**config.mk**
```make
export PLATFORM = sky130hd
export DESIGN_NAME = drv_switch_matrix_scan
export DESIGN_NICKNAME = d
export VERILOG_FILES = /design/src/rtl/drv_switch_matrix_scan.sv
export SDC_FILE = /design/constraint.sdc
export NUM_CORES = 1
export LEC_CHECK = 0
export BUFFER_PORTS_ARGS = -buffer_cell sky130_fd_sc_hd__buf_2
export CORE_MARGIN = 2
export CORE_UTILIZATION = 26
export CTS_BUF_LIST = sky130_fd_sc_hd__clkbuf_2
export CTS_CLUSTER_DIAMETER = 40
export CTS_CLUSTER_SIZE = 25
export DETAILED_ROUTE_END_ITERATION = 10
export PLACE_DENSITY = 0.53
export SLEW_MARGIN = 25
export SYNTH_ARGS = -nofsm -noshare
export SYNTH_HDL_FRONTEND = slang
export SYNTH_SLANG_ARGS = --single-unit
```
**constraint.sdc**
```tcl
create_clock -name i_clk -period 3.9 [get_ports i_clk]
set_clock_uncertainty 0.05 [all_clocks]
set_input_delay 0.585 -clock i_clk [delete_from_list [all_inputs] [get_ports i_clk]]
set_output_delay 0.585 -clock i_clk [all_outputs]
set_load 0.01 [all_outputs]
```
**src/rtl/drv_switch_matrix_scan.sv**
```systemverilog
// Keypad matrix scanner: drives one column low at a time and debounces every key by
// counting consecutive disagreeing scans. Press/release events are queued in a FIFO.
module drv_switch_matrix_scan #(
  parameter int p_ROWS       = 4,
  parameter int p_COLS       = 4,
  parameter int p_SETTLE     = 16,
  parameter int p_FILTER     = 5,
  parameter int p_FIFO_DEPTH = 8
) (
  input  logic                             i_clk,
  input  logic                             i_rst,
  input  logic                             i_en,
  input  logic [p_ROWS-1:0]                i_row,
  output logic [p_COLS-1:0]                o_col,
  output logic                             o_evt_valid,
  input  logic                             i_evt_ready,
  output logic [$clog2(p_ROWS*p_COLS)-1:0] o_evt_code,
  output logic                             o_evt_press,
  output logic [p_ROWS*p_COLS-1:0]         o_keys,
  output logic                             o_any,
  output logic                             o_overflow
);

  localparam int NK = p_ROWS * p_COLS;
  localparam int CW = $clog2(NK);
  localparam int RW = (p_ROWS > 1) ? $clog2(p_ROWS) : 1;
  localparam int LW = (p_COLS > 1) ? $clog2(p_COLS) : 1;
  localparam int SW = $clog2(p_SETTLE + 1);
  localparam int FW = $clog2(p_FILTER + 1);
  localparam int AW = $clog2(p_FIFO_DEPTH);
  localparam int DW = CW + 1;

  typedef enum logic [1:0] {
    S_IDLE   = 2'd0,
    S_DRIVE  = 2'd1,
    S_SAMPLE = 2'd2,
    S_NEXT   = 2'd3
  } state_e;

  state_e            state_q;
  logic [LW-1:0]     col_q;
  logic [LW-1:0]     col_next_s;
  logic [RW-1:0]     row_q;
  logic [SW-1:0]     settle_q;
  logic [p_ROWS-1:0] latch_q;
  logic [p_COLS-1:0] col_drv_q;

  logic [NK-1:0]     keys_q;
  logic [NK-1:0]     keys_d;
  logic              any_q;
  logic [FW-1:0]     cnt_q [NK];
  logic [FW-1:0]     cnt_cur_s;
  logic [FW-1:0]     cnt_nxt_s;
  logic [CW-1:0]     key_idx_s;
  logic              raw_s;
  logic              evt_push_s;

  logic [DW-1:0]     mem_q [p_FIFO_DEPTH];
  logic [AW-1:0]     wr_q;
  logic [AW-1:0]     rd_q;
  logic [AW:0]       count_q;
  logic              ovf_q;
  logic              full_s;
  logic              empty_s;
  logic              pop_s;
  logic              push_ok_s;
  logic              drop_s;
  logic [DW-1:0]     head_s;

  function automatic logic [p_COLS-1:0] col_pattern(input logic [LW-1:0] c);
    logic [p_COLS-1:0] p;
    p    = '1;
    p[c] = 1'b0;
    return p;
  endfunction

  always_comb begin
    if (col_q == LW'(p_COLS - 1)) begin
      col_next_s = '0;
    end else begin
      col_next_s = col_q + LW'(1);
    end
  end

  // Scan sequencer; the column drive is registered alongside each state change.
  always_ff @(posedge i_clk or posedge i_rst) begin
    if (i_rst) begin
      state_q   <= S_IDLE;
      col_q     <= '0;
      row_q     <= '0;
      settle_q  <= '0;
      latch_q   <= '1;
      col_drv_q <= '1;
    end else begin
      case (state_q)
        S_IDLE: begin
          settle_q <= '0;
          if (i_en) begin
            state_q   <= S_DRIVE;
            col_drv_q <= col_pattern(col_q);
          end else begin
            col_drv_q <= '1;
          end
        end
        S_DRIVE: begin
          if (settle_q == SW'(p_SETTLE - 1)) begin
            latch_q <= i_row;
            row_q   <= '0;
            state_q <= S_SAMPLE;
          end else begin
            settle_q <= settle_q + SW'(1);
          end
        end
        S_SAMPLE: begin
          if (row_q == RW'(p_ROWS - 1)) begin
            state_q <= S_NEXT;
          end else begin
            row_q <= row_q + RW'(1);
          end
        end
        S_NEXT: begin
          col_q    <= col_next_s;
          settle_q <= '0;
          if (i_en) begin
            state_q   <= S_DRIVE;
            col_drv_q <= col_pattern(col_next_s);
          end else begin
            state_q   <= S_IDLE;
            col_drv_q <= '1;
          end
        end
        default: begin
          state_q   <= S_IDLE;
          col_drv_q <= '1;
        end
      endcase
    end
  end

  // One key per SAMPLE cycle: agreement clears its counter, p_FILTER disagreements flip it.
  always_comb begin
    key_idx_s  = CW'(row_q) * CW'(p_COLS) + CW'(col_q);
    raw_s      = ~latch_q[row_q];
    cnt_cur_s  = cnt_q[key_idx_s];
    cnt_nxt_s  = cnt_cur_s;
    keys_d     = keys_q;
    evt_push_s = 1'b0;
    if (state_q == S_SAMPLE) begin
      if (raw_s == keys_q[key_idx_s]) begin
        cnt_nxt_s = '0;
      end else if (cnt_cur_s == FW'(p_FILTER - 1)) begin
        cnt_nxt_s          = '0;
        keys_d[key_idx_s]  = raw_s;
        evt_push_s         = 1'b1;
      end else begin
        cnt_nxt_s = cnt_cur_s + FW'(1);
      end
    end else begin
      cnt_nxt_s = cnt_cur_s;
    end
  end

  // Debounced key image and per-key counters.
  always_ff @(posedge i_clk or posedge i_rst) begin
    if (i_rst) begin
      keys_q <= '0;
      any_q  <= 1'b0;
      for (int i = 0; i < NK; i++) begin
        cnt_q[i] <= '0;
      end
    end else begin
      keys_q <= keys_d;
      any_q  <= |keys_d;
      if (state_q == S_SAMPLE) begin
        cnt_q[key_idx_s] <= cnt_nxt_s;
      end
    end
  end

  // A full FIFO still takes a push when the head leaves in the same cycle.
  assign empty_s   = (count_q == '0);
  assign full_s    = (count_q == (AW + 1)'(p_FIFO_DEPTH));
  assign pop_s     = ~empty_s & i_evt_ready;
  assign push_ok_s = evt_push_s & (~full_s | pop_s);
  assign drop_s    = evt_push_s & full_s & ~pop_s;
  assign head_s    = mem_q[rd_q];

  // Event FIFO storage, pointers, occupancy and sticky overflow.
  always_ff @(posedge i_clk or posedge i_rst) begin
    if (i_rst) begin
      wr_q    <= '0;
      rd_q    <= '0;
      count_q <= '0;
      ovf_q   <= 1'b0;
      for (int i = 0; i < p_FIFO_DEPTH; i++) begin
        mem_q[i] <= '0;
      end
    end else begin
      if (push_ok_s) begin
        mem_q[wr_q] <= {key_idx_s, raw_s};
        wr_q        <= wr_q + AW'(1);
      end
      if (pop_s) begin
        rd_q <= rd_q + AW'(1);
      end
      case ({push_ok_s, pop_s})
        2'b10:   count_q <= count_q + (AW + 1)'(1);
        2'b01:   count_q <= count_q - (AW + 1)'(1);
        default: count_q <= count_q;
      endcase
      if (drop_s) begin
        ovf_q <= 1'b1;
      end
    end
  end

  assign o_col       = col_drv_q;
  assign o_keys      = keys_q;
  assign o_any       = any_q;
  assign o_overflow  = ovf_q;
  assign o_evt_valid = ~empty_s;
  assign o_evt_code  = head_s[DW-1:1];
  assign o_evt_press = head_s[0];

endmodule

```
==> summary.txt, run 1 <==
Status
  • Status: completed

Clock network
  • Level count of the clock H-tree: 4
  • Clock Latency Late Sink: 0.70 ns
  • TritonCTS clock tree: done
  • Clock buffer depth: 2
  • Clock-pin slew on the worst setup and hold paths: 0.18 ns
  • TritonCTS buffer count: 17
  • CTS sink cnt: between 100 and 150
  • Post-CTS Setup Repair Bufs: 0
  • Post-cts sizing count: 0
  • Root buffer cell: clkbuf_2

Yosys
  • Synth cell types: 46
  • Number of synthesized flops with an enable pin: 0
  • Post-synthesis sequential area ratio: 50.2%
  • Number of synthesized register bits: 135
  • Ys Warns: 0
  • Mapped cell area: about 6700 um2
  • Synth Area per Inst: about 12 um2
  • Post-synthesis net count: approximately 590
  • Synth async-reset ratio: 100%
  • Prevailing post-synth register cell: dfrtp_1
  • Mapped Cells: between 500 and 600

Die
  • Die ar.: roughly 27000 um2
  • I/O Pins: 36
  • Chip Width: ~170 um
  • Initial Util: 26.6%
  • Core ar.: roughly 25000 um2
  • Die height: between 150 and 200 um
  • Rows: 58

Worst hold path
  • WHS Endpoint: rd_q[2]$_DFFE_PP0P_
  • Hold Crit Depth: 3
  • HP Class: in2reg
  • HP Start: i_evt_ready

Drt
  • Top sig layer: met4
  • Pre-antenna DRT Iters: 4
  • Via/cell ratio: 4.65
  • Metal-1 WL: 7660 um
  • Met3 wire len: 706 um
  • Via count: ~4.4k
  • Wire length per cell: 16.1 um
  • Final wirelength: 15300 um
  • DRC: 0
  • Final ANT Viol Nets: 0
  • Initial DRC Count: around 220
  • Metal2 WL: 6820 um

Worst setup path
  • CP peak stage delay: 0.81 ns
  • CP Launch Point: col_q[1]$_DFFE_PP0P_
  • Critical path's top delay family: multiplexers
  • Critical R2R Launch: col_q[1]$_DFFE_PP0P_
  • R2R Path End: mem_q[22]$_DFFE_PP0P_
  • FF-to-FF setup slack: roughly 0.38 ns
  • Critical Path End Type: flop
  • Crit path top cell by count: mux4_2
  • Crit path DAT: slightly above 4 ns
  • Crit-path max FO: 19
  • Worst Setup Path Type: reg2reg
  • CP Launch Type: flop
  • Buf+Inv Stages, Crit Path: 2
  • Reg2Reg Depth: 10
  • CP required: around 4.4 ns
  • Critical Path Stages: 10
  • Crit-path cells: mux4_2, mux4_2, inv_1, ha_1, and2_1, and3_1, nand2_2, nor3b_2, buf_4, mux2_2
  • Slowest CP cell: dfrtp_1

GRT
  • Largest net degree at the start of global routing: between 60 and 70
  • Initial antenna violation count: 0
  • Grt ovf: 0
  • Vias in the first global route: between 4k and 5k
  • Global-route wire length before repair: approximately 25000 um
  • Total Routing Usage GR: about an eighth

Power and ir drop
  • Total power: approximately 0.0037 W
  • Sequential Power Share: between 40 and 50%
  • Pleak: ~3.5 nW
  • Peak supply drop: slightly above 0.2 mV
  • Net Sw Frac: between 30% and 40%
  • Clock share of power: 20.1%
  • Pwr/cell area: just under 500 nW/um2
  • Combinational Power Share: ~33%
  • Psw: approximately 0.0014 W
  • Cell-internal power: around 0.0023 W

Cells and area
  • Cell area after layout: between 7000 and 8000 um2
  • Non-filler instance count after layout: 951
  • Area grow syn2layout: 12.7%
  • Final #Nets: between 600 and 700
  • Share of cells above drive strength 1: between 30% and 40%
  • Number of antenna diodes: 0

STA
  • Final worst-path cycle share: around 90%
  • Measured slew at the worst slew-check pin: 0.809 ns
  • Final TNS setup: 0 ns
  • Slew Viols, Final: 0
  • RSZ-0062 raised after global routing: false
  • Final setup violation count: 0
  • Peak Freq: about 280 MHz
  • Max_slew headroom: between 40% and 50%
  • Post-layout min period: between 3 and 4 ns
  • Worst Slack Setup Final: 0.381 ns
  • Final hold vios: 0

Placed design
  • PortBufs: 35
  • GP Congestion: between 0.7 and 0.8
  • Placed cell count: just over 900
  • Dpl hpwl: 10900 um
  • Post-placement cell area: ~7400 um2
  • Worst slack at placement: 0.407 ns

Job
  • Maxcap violations: 0
## registers in the layout (all words and copies together), names as in the netlist
signal,count
cnt_q,48
col_q,2
count_q,4
latch_q,4
mem_q,40
o_any,1
o_col,4
o_keys,16
o_overflow,1
rd_q,3
row_q,2
settle_q,5
state_q,2
wr_q,3
## layout by cell type, fill, tap and decap left out, types with 18 or more instances in the layout
cell	synthesis	layout
buf_2	2	35
buf_4	2	18
clkbuf_2	0	24
dfrtp_1	127	127
ha_1	20	20
mux2_2	71	71
mux4_2	24	24
nand2_1	73	73
nand3_1	21	21
nor2_1	18	18
o21ai_0	55	55
## worst max-delay path by stage
stage / slack, ns / endpoint
6_report: 0.38 / mem_q[22]$_DFFE_PP0P_
4_1_cts: 0.39 / mem_q[22]$_DFFE_PP0P_
5_1_grt: 0.15 / mem_q[27]$_DFFE_PP0P_
3_5_place_dp: 0.41 / mem_q[22]$_DFFE_PP0P_
3_3_place_gp: 0.47 / mem_q[22]$_DFFE_PP0P_
2_1_floorplan: 0.48 / mem_q[27]$_DFFE_PP0P_
## layer usage
layer	GRT usage (%)	vias up
li1	-	2128
met1	17.4	2211
met2	18.0	77
met3	3.27	8
met4	1.90	0
met5	0	-
## through the flow
step	util, %	hold WS, ns
after floorplan	-	0.392
after global placement	29.1	0.407
after global routing	30.0	0.0817
final	30.0	0.148
after CTS	29.9	0.0205
after detailed placement	29.1	0.415
## cell usage after synthesis, types with 11 or more instances
library cell	instances	share of area [%]
nor2_1	18	1.0
nand2_1	73	4.1
ha_1	20	3.7
o21ai_0	55	4.1
inv_1	14	0.78
dfrtp_1	127	47
mux2_2	71	12
mux4_2	24	8.0
clkbuf_1	22	1.2
nand3_1	21	1.6
nor3_1	15	1.1
a21oi_1	11	0.82
## layout make-up
class,instances,area [um2]
fill,2585,17700
sequential,135,3390
multi-input combinational,380,3160
tap,330,413
timing repair buffer,60,400
clock buffer,24,120
clock inverter,8,62.6
inverter,14,56.3
## worst register-to-register path: cells and delay by family (launching register included)
| family | cells | cell delay, ns |
|---|---|---|
| muxes | 3 | 1.23 |
| adders and majority gates | 1 | 0.17 |
| buffers and inverters | 2 | 0.27 |
| and+or+nand+nor | 4 | 0.89 |
| DFF | 1 | 0.81 |
## cells by family (layout without fill, tap and decap cells)
logic type	Yosys count	after routing	synth area share, %
AOI/OAI and AO/OA	84	84	7.05
and+or+nand+nor	160	160	11.5
muxes	107	107	23.1
buffers and inverters	46	106	2.93
adders and majority gates	20	20	3.71
xor gates and xnor gates	9	9	1.45
DFF	135	135	50.2
## power groups by stage
stage | Sequential, W | Clock [W] | Combinational, W
detailed placement | 0.00175 | 0 | 0.00122
floorplan | 0.00165 | 0 | 0.000939
finish | 0.00172 | 0.000736 | 0.00121
global placement | 0.00175 | 0 | 0.00121
CTS | 0.00173 | 0.000765 | 0.00122
global route | 0.00175 | 0.000836 | 0.00135
## what timing repair did
action	CTS	global route
setup endpoints to repair	0	0
hold buffers	3	2
hold endpoints to repair	34	2
(Power assumes the default switching activity.)
==> run 2, diff against run 1 <==
PLACE_DENSITY = 0.51   (was 0.53)
==> run 2 against run 1 <==
  * Clock power is 35% higher
  * Power up 7.4%
  * Sequential share of layout area down 0.71 points
  * Core utilization up 0.48 points
  * Sequential cell count stayed put
  * Sequential power barely moved
  * Cell area rose by 1.6%
  * Critical endpoint is now mem_q[27]$_DFFE_PP0P_
  * Highest routed layer unchanged
==> summary.txt, run 2 (synthesized netlist as in run 1, its figures left out) <==
Status
  • Status: completed (unchanged)

GRT
  • Largest net degree at the start of global routing: 70 (was 63)
  • Grt ovf: 0 (unchanged)
  • Grt met3 use: 2.67% (was 3.27%)
  • Met2 usage: 18.5% (was 18.0%)
  • Vias in the first global route: 4537 (was 4367)
  • GRT busiest layer: met2 (unchanged)
  • Met1 usage: 18.0% (was 17.4%)
  • Global-route wire length before repair: 25700 um (was 25000 um)
  • Initial antenna violation count: 0 (unchanged)
  • Total Routing Usage GR: 12.4% (was 11.9%)

Worst setup path
  • CP required: 4.43 ns (about the same)
  • Worst Setup Path Type: reg2reg (unchanged)
  • Slowest CP cell: dfrtp_1 (unchanged)
  • Crit path DAT: 4.07 ns (was 4.05 ns)
  • CP Launch Type: flop (unchanged)
  • Crit-path cells: mux4_2, mux4_2, inv_1, ha_1, nand2_1, nor2_1, nand2_1, or4b_1, mux2_1 (was mux4_2, mux4_2, inv_1, ha_1, and2_1, and3_1, nand2_2, nor3b_2, buf_4, mux2_2)
  • Critical Path End Type: flop (unchanged)
  • Crit-path max FO: 19 (unchanged)
  • CP peak stage delay: 0.82 ns (was 0.81 ns)

Clock network
  • Clock Latency Late Sink: 0.70 ns (about the same)
  • # hold bufs at CTS: 5 (was 3)
  • TritonCTS clock tree: done (unchanged)
  • Clock buffer depth: 2 (unchanged)
  • CTS sink cnt: 135 (unchanged)
  • TritonCTS buffer count: 17 (unchanged)
  • Post-CTS Setup Repair Bufs: 0 (unchanged)
  • Clock-pin slew on the worst setup and hold paths: 0.18 ns (about the same)
  • Root buffer cell: clkbuf_2 (unchanged)
  • Post-cts sizing count: 0 (unchanged)
  • Level count of the clock H-tree: 4 (unchanged)

Die
  • Rows: 58 (unchanged)
  • Chip Width: 165 um (unchanged)
  • Initial Util: 26.6% (unchanged)
  • Die height: 165 um (unchanged)
  • Die ar.: 27200 um2 (unchanged)
  • I/O Pins: 36 (unchanged)
  • Core ar.: 25300 um2 (unchanged)

Cells and area
  • Fill count: 2605 (was 2585)
  • Area grow syn2layout: 14.5% (was 12.7%)
  • Number of flip-flops under the largest register name: 48 (unchanged)
  • Commonest non-fill, non-tap cell in the layout: dfrtp_1 (unchanged)
  • Biggest register: cnt_q (unchanged)
  • Final #Nets: 639 (was 636)
  • Most frequent cells in the layout: dfrtp_1 (127), nand2_1 (73), mux2_2 (71) (unchanged)
  • Share of cells above drive strength 1: 32.1% (was 31.7%)
  • Number of antenna diodes: 0 (unchanged)

STA
  • Measured slew at the worst slew-check pin: 0.742 ns (was 0.809 ns)
  • Final setup violation count: 0 (unchanged)
  • Peak Freq: 283 MHz (was 284 MHz)
  • Max_slew headroom: 50.5% (was 46.1%)
  • Slew Viols, Final: 0 (unchanged)
  • Final worst-path cycle share: 90.7% (was 90.2%)
  • Hold WS: 0.150 ns (was 0.148 ns)
  • Final hold vios: 0 (unchanged)
  • RSZ-0062 raised after global routing: false (unchanged)
  • Post-layout min period: 3.54 ns (was 3.52 ns)
  • Final TNS setup: 0 ns (unchanged)

Placed design
  • GP Congestion: 0.834 (was 0.785)
  • PortBufs: 35 (unchanged)
  • Dpl hpwl: 11100 um (was 10900 um)

Power and ir drop
  • Peak supply drop: 0.197 mV (was 0.203 mV)
  • Pwr/cell area: 510 nW/um2 (was 483 nW/um2)
  • Pleak: 3.50 nW (was 3.45 nW)

Drt
  • Initial DRC Count: 190 (was 219)
  • Pre-antenna DRT Iters: 4 (unchanged)
  • Wire length per cell: 16.3 um (was 16.1 um)
  • Final wirelength: 15500 um (was 15300 um)
  • Via/cell ratio: 4.69 (was 4.65)
  • Final ANT Viol Nets: 0 (unchanged)
  • Via count: 4470 (was 4424)
  • DRC: 0 (unchanged)

Worst hold path
  • HP Class: in2reg (unchanged)

Job
  • Maxcap violations: 0 (unchanged)
run 2: through the flow:
stage	utilization (%)	area (um2)	std cells	worst slack, ns	power [W]
4_1_cts	30.5	7720	954	0.382	0.00398
2_1_floorplan	-	6750	561	0.482	0.00259
3_3_place_gp	29.2	7390	917	0.479	0.00297
5_1_grt	30.5	7720	954	0.203	0.00420
6_report	30.5	7720	954	0.364	0.00394
3_5_place_dp	29.2	7390	917	0.401	0.00298
run 2: report_power, final:
group          total [W]  internal [W]  switching, W
logic            0.00122      0.000520      0.000705
clock network   0.000993      0.000483      0.000510
registers        0.00172       0.00154      0.000180
total            0.00394       0.00254       0.00139
run 2: critical path, delay by kind of cell (launching register included):
| family | cells | cell delay [ns] |
|---|---|---|
| muxes | 3 | 1.26 |
| and+or+nand+nor | 4 | 1.04 |
| DFF | 1 | 0.82 |
| adders and majority gates | 1 | 0.18 |
| buffers and inverters | 1 | 0.09 |
run 2: layer usage:
layer / part of all wire, % / vias up
li1: - / 2137
met1: 49 / 2242
met2: 45 / 76
met3: 4.7 / 15
met4: 0.97 / 0
met5: 0 / -
run 2: path summary, 6_finish.rpt:
check | startpoint | to | slack, ns | cells after the start
max | col_q[1]$_DFFE_PP0P_ | mem_q[27]$_DFFE_PP0P_ | 0.36 | 9
min | i_evt_ready | rd_q[2]$_DFFE_PP0P_ | 0.15 | 3
max reg2reg | col_q[1]$_DFFE_PP0P_ | mem_q[27]$_DFFE_PP0P_ | 0.36 | 9
min reg2reg | cnt_q[17]$_DFFE_PP0P_ | cnt_q[17]$_DFFE_PP0P_ | 0.45 | 2
max in group asynchronous | i_rst | o_col[1]$_DFFE_PP1N_ | 2.35 | 4
min in group asynchronous | i_rst | count_q[3]$_DFFE_PP0P_ | 0.49 | 3
run 2: layout make-up:
type	count	area [um2]	share of cell area (%)
sequential	135	3390	43.9
inverter	14	56.3	0.729
timing repair buffer	63	423	5.48
clock buffer	20	100	1.30
multi-input combinational	380	3160	40.9
tap	330	413	5.35
clock inverter	12	183	2.37
